**src/rtl/mem_access_unit_if.sv**
```systemverilog
// Memory port bundle between mem_access_unit (master) and a variable-latency memory (slave).
// The request side is registered in the master; ack/rdata come back as a single-cycle pulse.
interface mem_access_unit_if #(
  parameter int WIDTH = 16
);
  logic             mem_req;
  logic             mem_we;
  logic [WIDTH-1:0] mem_addr;
  logic [WIDTH-1:0] mem_wdata;
  logic             mem_ack;
  logic [WIDTH-1:0] mem_rdata;

  modport master (
    output mem_req, mem_we, mem_addr, mem_wdata,
    input  mem_ack, mem_rdata
  );

  modport slave (
    input  mem_req, mem_we, mem_addr, mem_wdata,
    output mem_ack, mem_rdata
  );
endinterface

```
**src/rtl/mem_access_unit.sv**
```systemverilog
// Memory-side stage of the multicycle CPU: converts FSM strobes into one req/ack access,
// holds IR/MDR, and stalls the control FSM until the access completes or times out.
module mem_access_unit #(
  parameter int WIDTH   = 16,
  parameter int TIMEOUT = 255,
  parameter int CNT_W   = 8
) (
  input  logic             CLK,
  input  logic             Reset,
  input  logic             IorD,
  input  logic             IRWrite,
  input  logic             MemRead,
  input  logic             MemWrite,
  input  logic [WIDTH-1:0] PC,
  input  logic [WIDTH-1:0] ALUOut,
  input  logic [WIDTH-1:0] B,
  mem_access_unit_if.master mem,
  output logic [WIDTH-1:0] IR,
  output logic [WIDTH-1:0] MDR,
  output logic [3:0]       Opcode,
  output logic             Stall,
  output logic             Err
);

  typedef enum logic [1:0] {IDLE, BUSY, DONE} state_t;
  typedef enum logic [1:0] {K_FETCH, K_LOAD, K_STORE} kind_t;

  localparam logic [CNT_W-1:0] CNT_LAST = CNT_W'(TIMEOUT - 1);

  state_t           state, state_next;
  kind_t            kind, cmd_kind;
  logic [CNT_W-1:0] cnt;
  logic             cmd, conflict;
  logic             accept, ack_hit, abort, tick;

  assign cmd      = IRWrite | MemRead | MemWrite;
  assign conflict = (IRWrite & MemRead) | (IRWrite & MemWrite) | (MemRead & MemWrite);
  assign Opcode   = IR[3:0];

  always_ff @(posedge CLK or negedge Reset) begin
    if (!Reset) state <= IDLE;
    else        state <= state_next;
  end

  always_comb begin
    state_next = state;
    cmd_kind   = K_FETCH;
    accept     = 1'b0;
    ack_hit    = 1'b0;
    abort      = 1'b0;
    tick       = 1'b0;
    Stall      = 1'b0;
    // Store outranks fetch, fetch outranks load; losers are dropped and flagged.
    if (MemWrite)     cmd_kind = K_STORE;
    else if (IRWrite) cmd_kind = K_FETCH;
    else if (MemRead) cmd_kind = K_LOAD;
    case (state)
      IDLE: begin
        Stall = cmd;
        if (cmd) begin
          accept     = 1'b1;
          state_next = BUSY;
        end
      end
      BUSY: begin
        Stall = 1'b1;
        if (mem.mem_ack) begin
          ack_hit    = 1'b1;
          state_next = DONE;
        end else if (cnt == CNT_LAST) begin
          abort      = 1'b1;
          state_next = DONE;
        end else begin
          tick = 1'b1;
        end
      end
      DONE:    state_next = IDLE;
      default: state_next = IDLE;
    endcase
  end

  always_ff @(posedge CLK or negedge Reset) begin
    if (!Reset) begin
      mem.mem_req   <= 1'b0;
      mem.mem_we    <= 1'b0;
      mem.mem_addr  <= '0;
      mem.mem_wdata <= '0;
      IR            <= '0;
      MDR           <= '0;
      Err           <= 1'b0;
      cnt           <= '0;
      kind          <= K_FETCH;
    end else begin
      if (accept) begin
        mem.mem_addr  <= IorD ? ALUOut : PC;
        mem.mem_wdata <= B;
        mem.mem_we    <= MemWrite;
        mem.mem_req   <= 1'b1;
        kind          <= cmd_kind;
        cnt           <= '0;
        if (conflict) Err <= 1'b1;
      end
      // Read data is only trusted on the ack cycle of a live access.
      if (ack_hit) begin
        mem.mem_req <= 1'b0;
        cnt         <= '0;
        if (kind == K_FETCH) IR  <= mem.mem_rdata;
        if (kind == K_LOAD)  MDR <= mem.mem_rdata;
      end
      if (abort) begin
        mem.mem_req <= 1'b0;
        Err         <= 1'b1;
      end
      if (tick) cnt <= cnt + 1'b1;
    end
  end

endmodule

```
**src/flat_wrapper.sv**
```systemverilog
// flat-port wrapper written by rule: the top's interface ports become plain ports
module mem_access_unit_flat 
#(
  parameter int WIDTH   = 16,
  parameter int TIMEOUT = 255,
  parameter int CNT_W   = 8
)
  (CLK, Reset, IorD, IRWrite, MemRead, MemWrite, PC, ALUOut, B, IR, MDR, Opcode, Stall, Err, mem_mem_req, mem_mem_we, mem_mem_addr, mem_mem_wdata, mem_mem_ack, mem_mem_rdata);
  mem_access_unit_if #(.WIDTH(WIDTH)) mem_i ();
  input  logic CLK;
  input  logic Reset;
  input  logic IorD;
  input  logic IRWrite;
  input  logic MemRead;
  input  logic MemWrite;
  input  logic [WIDTH-1:0] PC;
  input  logic [WIDTH-1:0] ALUOut;
  input  logic [WIDTH-1:0] B;
  output logic [WIDTH-1:0] IR;
  output logic [WIDTH-1:0] MDR;
  output logic [3:0] Opcode;
  output logic Stall;
  output logic Err;
  output wire logic [$bits(mem_i.mem_req)-1:0] mem_mem_req;
  output wire logic [$bits(mem_i.mem_we)-1:0] mem_mem_we;
  output wire logic [$bits(mem_i.mem_addr)-1:0] mem_mem_addr;
  output wire logic [$bits(mem_i.mem_wdata)-1:0] mem_mem_wdata;
  input wire logic [$bits(mem_i.mem_ack)-1:0] mem_mem_ack;
  input wire logic [$bits(mem_i.mem_rdata)-1:0] mem_mem_rdata;
  assign mem_mem_req = mem_i.mem_req;
  assign mem_mem_we = mem_i.mem_we;
  assign mem_mem_addr = mem_i.mem_addr;
  assign mem_mem_wdata = mem_i.mem_wdata;
  assign mem_i.mem_ack = mem_mem_ack;
  assign mem_i.mem_rdata = mem_mem_rdata;
  mem_access_unit #(.WIDTH(WIDTH), .TIMEOUT(TIMEOUT), .CNT_W(CNT_W)) u_core (.CLK(CLK), .Reset(Reset), .IorD(IorD), .IRWrite(IRWrite), .MemRead(MemRead), .MemWrite(MemWrite), .PC(PC), .ALUOut(ALUOut), .B(B), .mem(mem_i), .IR(IR), .MDR(MDR), .Opcode(Opcode), .Stall(Stall), .Err(Err));
endmodule
```
**config.mk**
```make
export PLATFORM = sky130hd
export DESIGN_NAME = mem_access_unit_flat
export DESIGN_NICKNAME = d
export VERILOG_FILES = /design/src/rtl/mem_access_unit_if.sv /design/src/rtl/mem_access_unit.sv /design/src/flat_wrapper.sv
export SDC_FILE = /design/constraint.sdc
export NUM_CORES = 1
export LEC_CHECK = 0
export BUFFER_PORTS_ARGS = -buffer_cell sky130_fd_sc_hd__buf_2
export CAP_MARGIN = 25
export CORE_MARGIN = 3
export CORE_UTILIZATION = 47
export DETAILED_ROUTE_END_ITERATION = 12
export PLACE_DENSITY = 0.79
export SETUP_SLACK_MARGIN = 0.05
export SYNTH_ARGS = -nofsm -noshare
export SYNTH_HDL_FRONTEND = slang
export SYNTH_SLANG_ARGS = --single-unit
```
**constraint.sdc**
```tcl
create_clock -name CLK -period 2.12 [get_ports CLK]
set_clock_uncertainty 0.15 [all_clocks]
set_input_delay 0.424 -clock CLK [delete_from_list [all_inputs] [get_ports CLK]]
set_output_delay 0.424 -clock CLK [all_outputs]
set_load 0.01 [all_outputs]
```
==> results.json <==
{
  "cts.path.max_buffers": 2,
  "synth_seq_area_share_pct": 58.47,
  "area_growth_pct": 30.92,
  "hold_path_depth": 3,
  "place.gp.congestion": 0.7753,
  "slew_headroom_pct": 68.49,
  "initial_core_util_pct": 48.86,
  "cts.sinks": 78,
  "drt_iter0_drc": 69,
  "drt_drc_violations_left": 0,
  "outcome": "finished clean",
  "m1WireLength_um": 3200,
  "cts.clk_slew.worst_paths_ns": 0.08,
  "cp.required_ns": 1.55,
  "min_from": "B[6]",
  "path_class": "flop to output pin",
  "cts_buffers": 9,
  "dieArea_um2": 8150,
  "start_kind": "flop",
  "wl_um": 7391,
  "io_buffers": 142,
  "slew_violations": 0,
  "cts_tree": "built",
  "synth_nets": 359,
  "cts_root_buffer": "clkbuf_8",
  "cp_max_fo": 6,
  "place.detailed.hpwl_um": 5614,
  "grt_pass1_vias": 2615,
  "seq_area_um2": 1952,
  "setup_viol": 0,
  "whs_endpoint": "u_core.mem.mem_wdata[6]",
  "ys_ff_latch": 78,
  "fillers": 581,
  "synth_area_per_cell_um2": 11.67,
  "routedWlPerCell_um": 13.92,
  "multi_input_area_um2": 1287,
  "crit-reg2reg-launch": "u_core.state[1]",
  "h-tree-depth": 3,
  "overflow": 0,
  "final_cell_mix": "buf_2, dfrtp_1, nand2_1",
  "antenna_left": 0,
  "num_io_pins": 143,
  "fp.coreArea_um2": 6832,
  "critPathArrivalTime_ns": 1.34,
  "clk_latency_ns": 0.34,
  "ff2ff_path_depth": 5,
  "antenna_found_initial": 0,
  "hold_viol_final": 0,
  "rsz0062_at_grt": "no",
  "setup-tns-final_ns": 0,
  "endpoint_kind": "output pin",
  "top_layer_used": "met4",
  "rows": 30,
  "p_leak_nw": 2.319,
  "fmax_mhz": 522.8,
  "r2r_setup_slack_ns": 0.28,
  "wl_met3_um": 475,
  "worst_pin_slew_ns": 0.4726,
  "post_cts_buffers": 0,
  "yosysWarnings": 0,
  "chipHeight_um": 90.28,
  "r2r_end": "u_core.IR[9]",
  "grt_max_degree": 51,
  "wl_met2_um": 3641,
  "drive_gt1_share_pct": 46.90,
  "place_inst": 514,
  "vias": 2592,
  "synth_cells": 286,
  "routed_via_density": 4.881,
  "gr-usage-all-layers_pct": 18.84,
  "hold_class": "input pin to flop",
  "pre_cts_ws_ns": 0.3042,
  "fin_cells": 531,
  "antennaDiodeCount": 0,
  "grt_pass1_wl_um": 12540,
  "die_w_um": 90.28,
  "yosysUniqueCellTypes": 34,
  "drt_first_pass_iters": 4,
  "power.density_nw_per_um2": 1417,
  "period_share_pct": 90.23,
  "final_common_cell": "buf_2",
  "max_cap_violations": 0,
  "max-vdd-ir-drop_uv": 841.3,
  "period_minus_slack_ns": 1.913,
  "fin_ws_ns": 0.2071,
  "synth.cell_area_um2": 3338,
  "final_nets": 503
}
worst max-delay path by stage:
stage / from / to / slack, ns / cells past startpoint
global route: u_core.state[0] / Stall / 0.13 / 4
detailed placement: MemWrite / u_core.mem.mem_addr[4] / 0.30 / 4
finish: u_core.state[0] / Stall / 0.21 / 4
global placement: u_core.state[1] / u_core.IR[11] / 0.36 / 5
floorplan: MemWrite / Stall / 0.31 / 3
CTS: u_core.state[0] / Stall / 0.12 / 4
metrics by stage:
step                hold WS (ns)  total power [mW]  utilization (%)  cell area (um2)
finish                    0.1198             6.194            63.97             4370
global route              0.1149             6.641            63.97             4370
global placement          0.1368             4.953            60.59             4139
detailed placement        0.1383             5.062            60.59             4139
floorplan               -0.02159             4.040                -             3338
CTS                       0.1069             6.258            63.90             4365
synth_stat cells (all sizes together):
cell | n | share of area, %
inv | 1 | 0.11
nor3b | 4 | 1.0
nor3 | 3 | 0.45
o21bai | 1 | 0.22
clkbuf | 5 | 0.56
ha | 2 | 0.75
o2bb2ai | 1 | 0.26
o31ai | 1 | 0.37
nand2b | 1 | 0.41
or2 | 2 | 0.37
buf | 11 | 2.8
dfrtp | 78 | 58
o22a | 1 | 0.30
nand4 | 1 | 0.19
a21oi | 8 | 1.2
or3 | 3 | 0.56
nand2 | 74 | 8.4
mux2i | 16 | 4.8
a211o | 1 | 0.26
mux2 | 32 | 12
o21ai | 20 | 3.1
a21o | 6 | 1.3
and2b | 1 | 0.22
o21a | 1 | 0.22
nand3 | 4 | 0.60
nor2 | 7 | 0.79
o31a | 1 | 0.26
registers in the layout (all words and copies together) (netlist names):
name,count
u_core.mem.mem_req,1
u_core.MDR,16
u_core.mem.mem_addr,16
u_core.mem.mem_we,1
u_core.cnt,8
u_core.mem.mem_wdata,16
u_core.state,2
u_core.Err,1
u_core.kind,1
u_core.IR,16
what timing repair did:
item / in CTS / in global routing
setup endpoints to repair: 1 / 1
hold buffers: 1 / 0
gates resized for setup: 1 / 1
hold endpoints to repair: 13 / 0
pin swaps: 0 / 0
power by group:
group	internal, mW	switching (mW)
Combinational	1.16	1.29
Clock	0.661	0.518
Sequential	2.16	0.402
layer usage:
metal	up-vias	track usage (%)
met4	0	5.485
met1	1234	24.39
li1	1257	-
met5	-	0
met2	94	31.55
met3	7	4.667
layout make-up:
class / instances / area share [%]
tap: 96 / 2.748
clock inverter: 6 / 1.975
clock buffer: 10 / 2.920
inverter: 1 / 0.08589
timing repair buffer: 149 / 18.15
multi-input combinational: 191 / 29.46
sequential: 78 / 44.66
kinds of logic (layout without fill, tap and decap cells):
kind of cell | after synthesis | count (layout) | share of synthesized area (%)
AOI/OAI and AO/OA | 41 | 41 | 7.571
adders and majority gates | 2 | 2 | 0.7495
buffers and inverters | 17 | 166 | 3.448
DFF | 78 | 78 | 58.47
muxes | 48 | 48 | 16.72
and+or+nand+nor | 100 | 100 | 13.04
critical path: stages (launching register included):
cell and delay (ns):
dfrtp_1 0.48, nor2_4 0.21, o31ai_4 0.10, nand2_1 0.08, buf_2 0.13
Power figures use the tool's default switching activity.
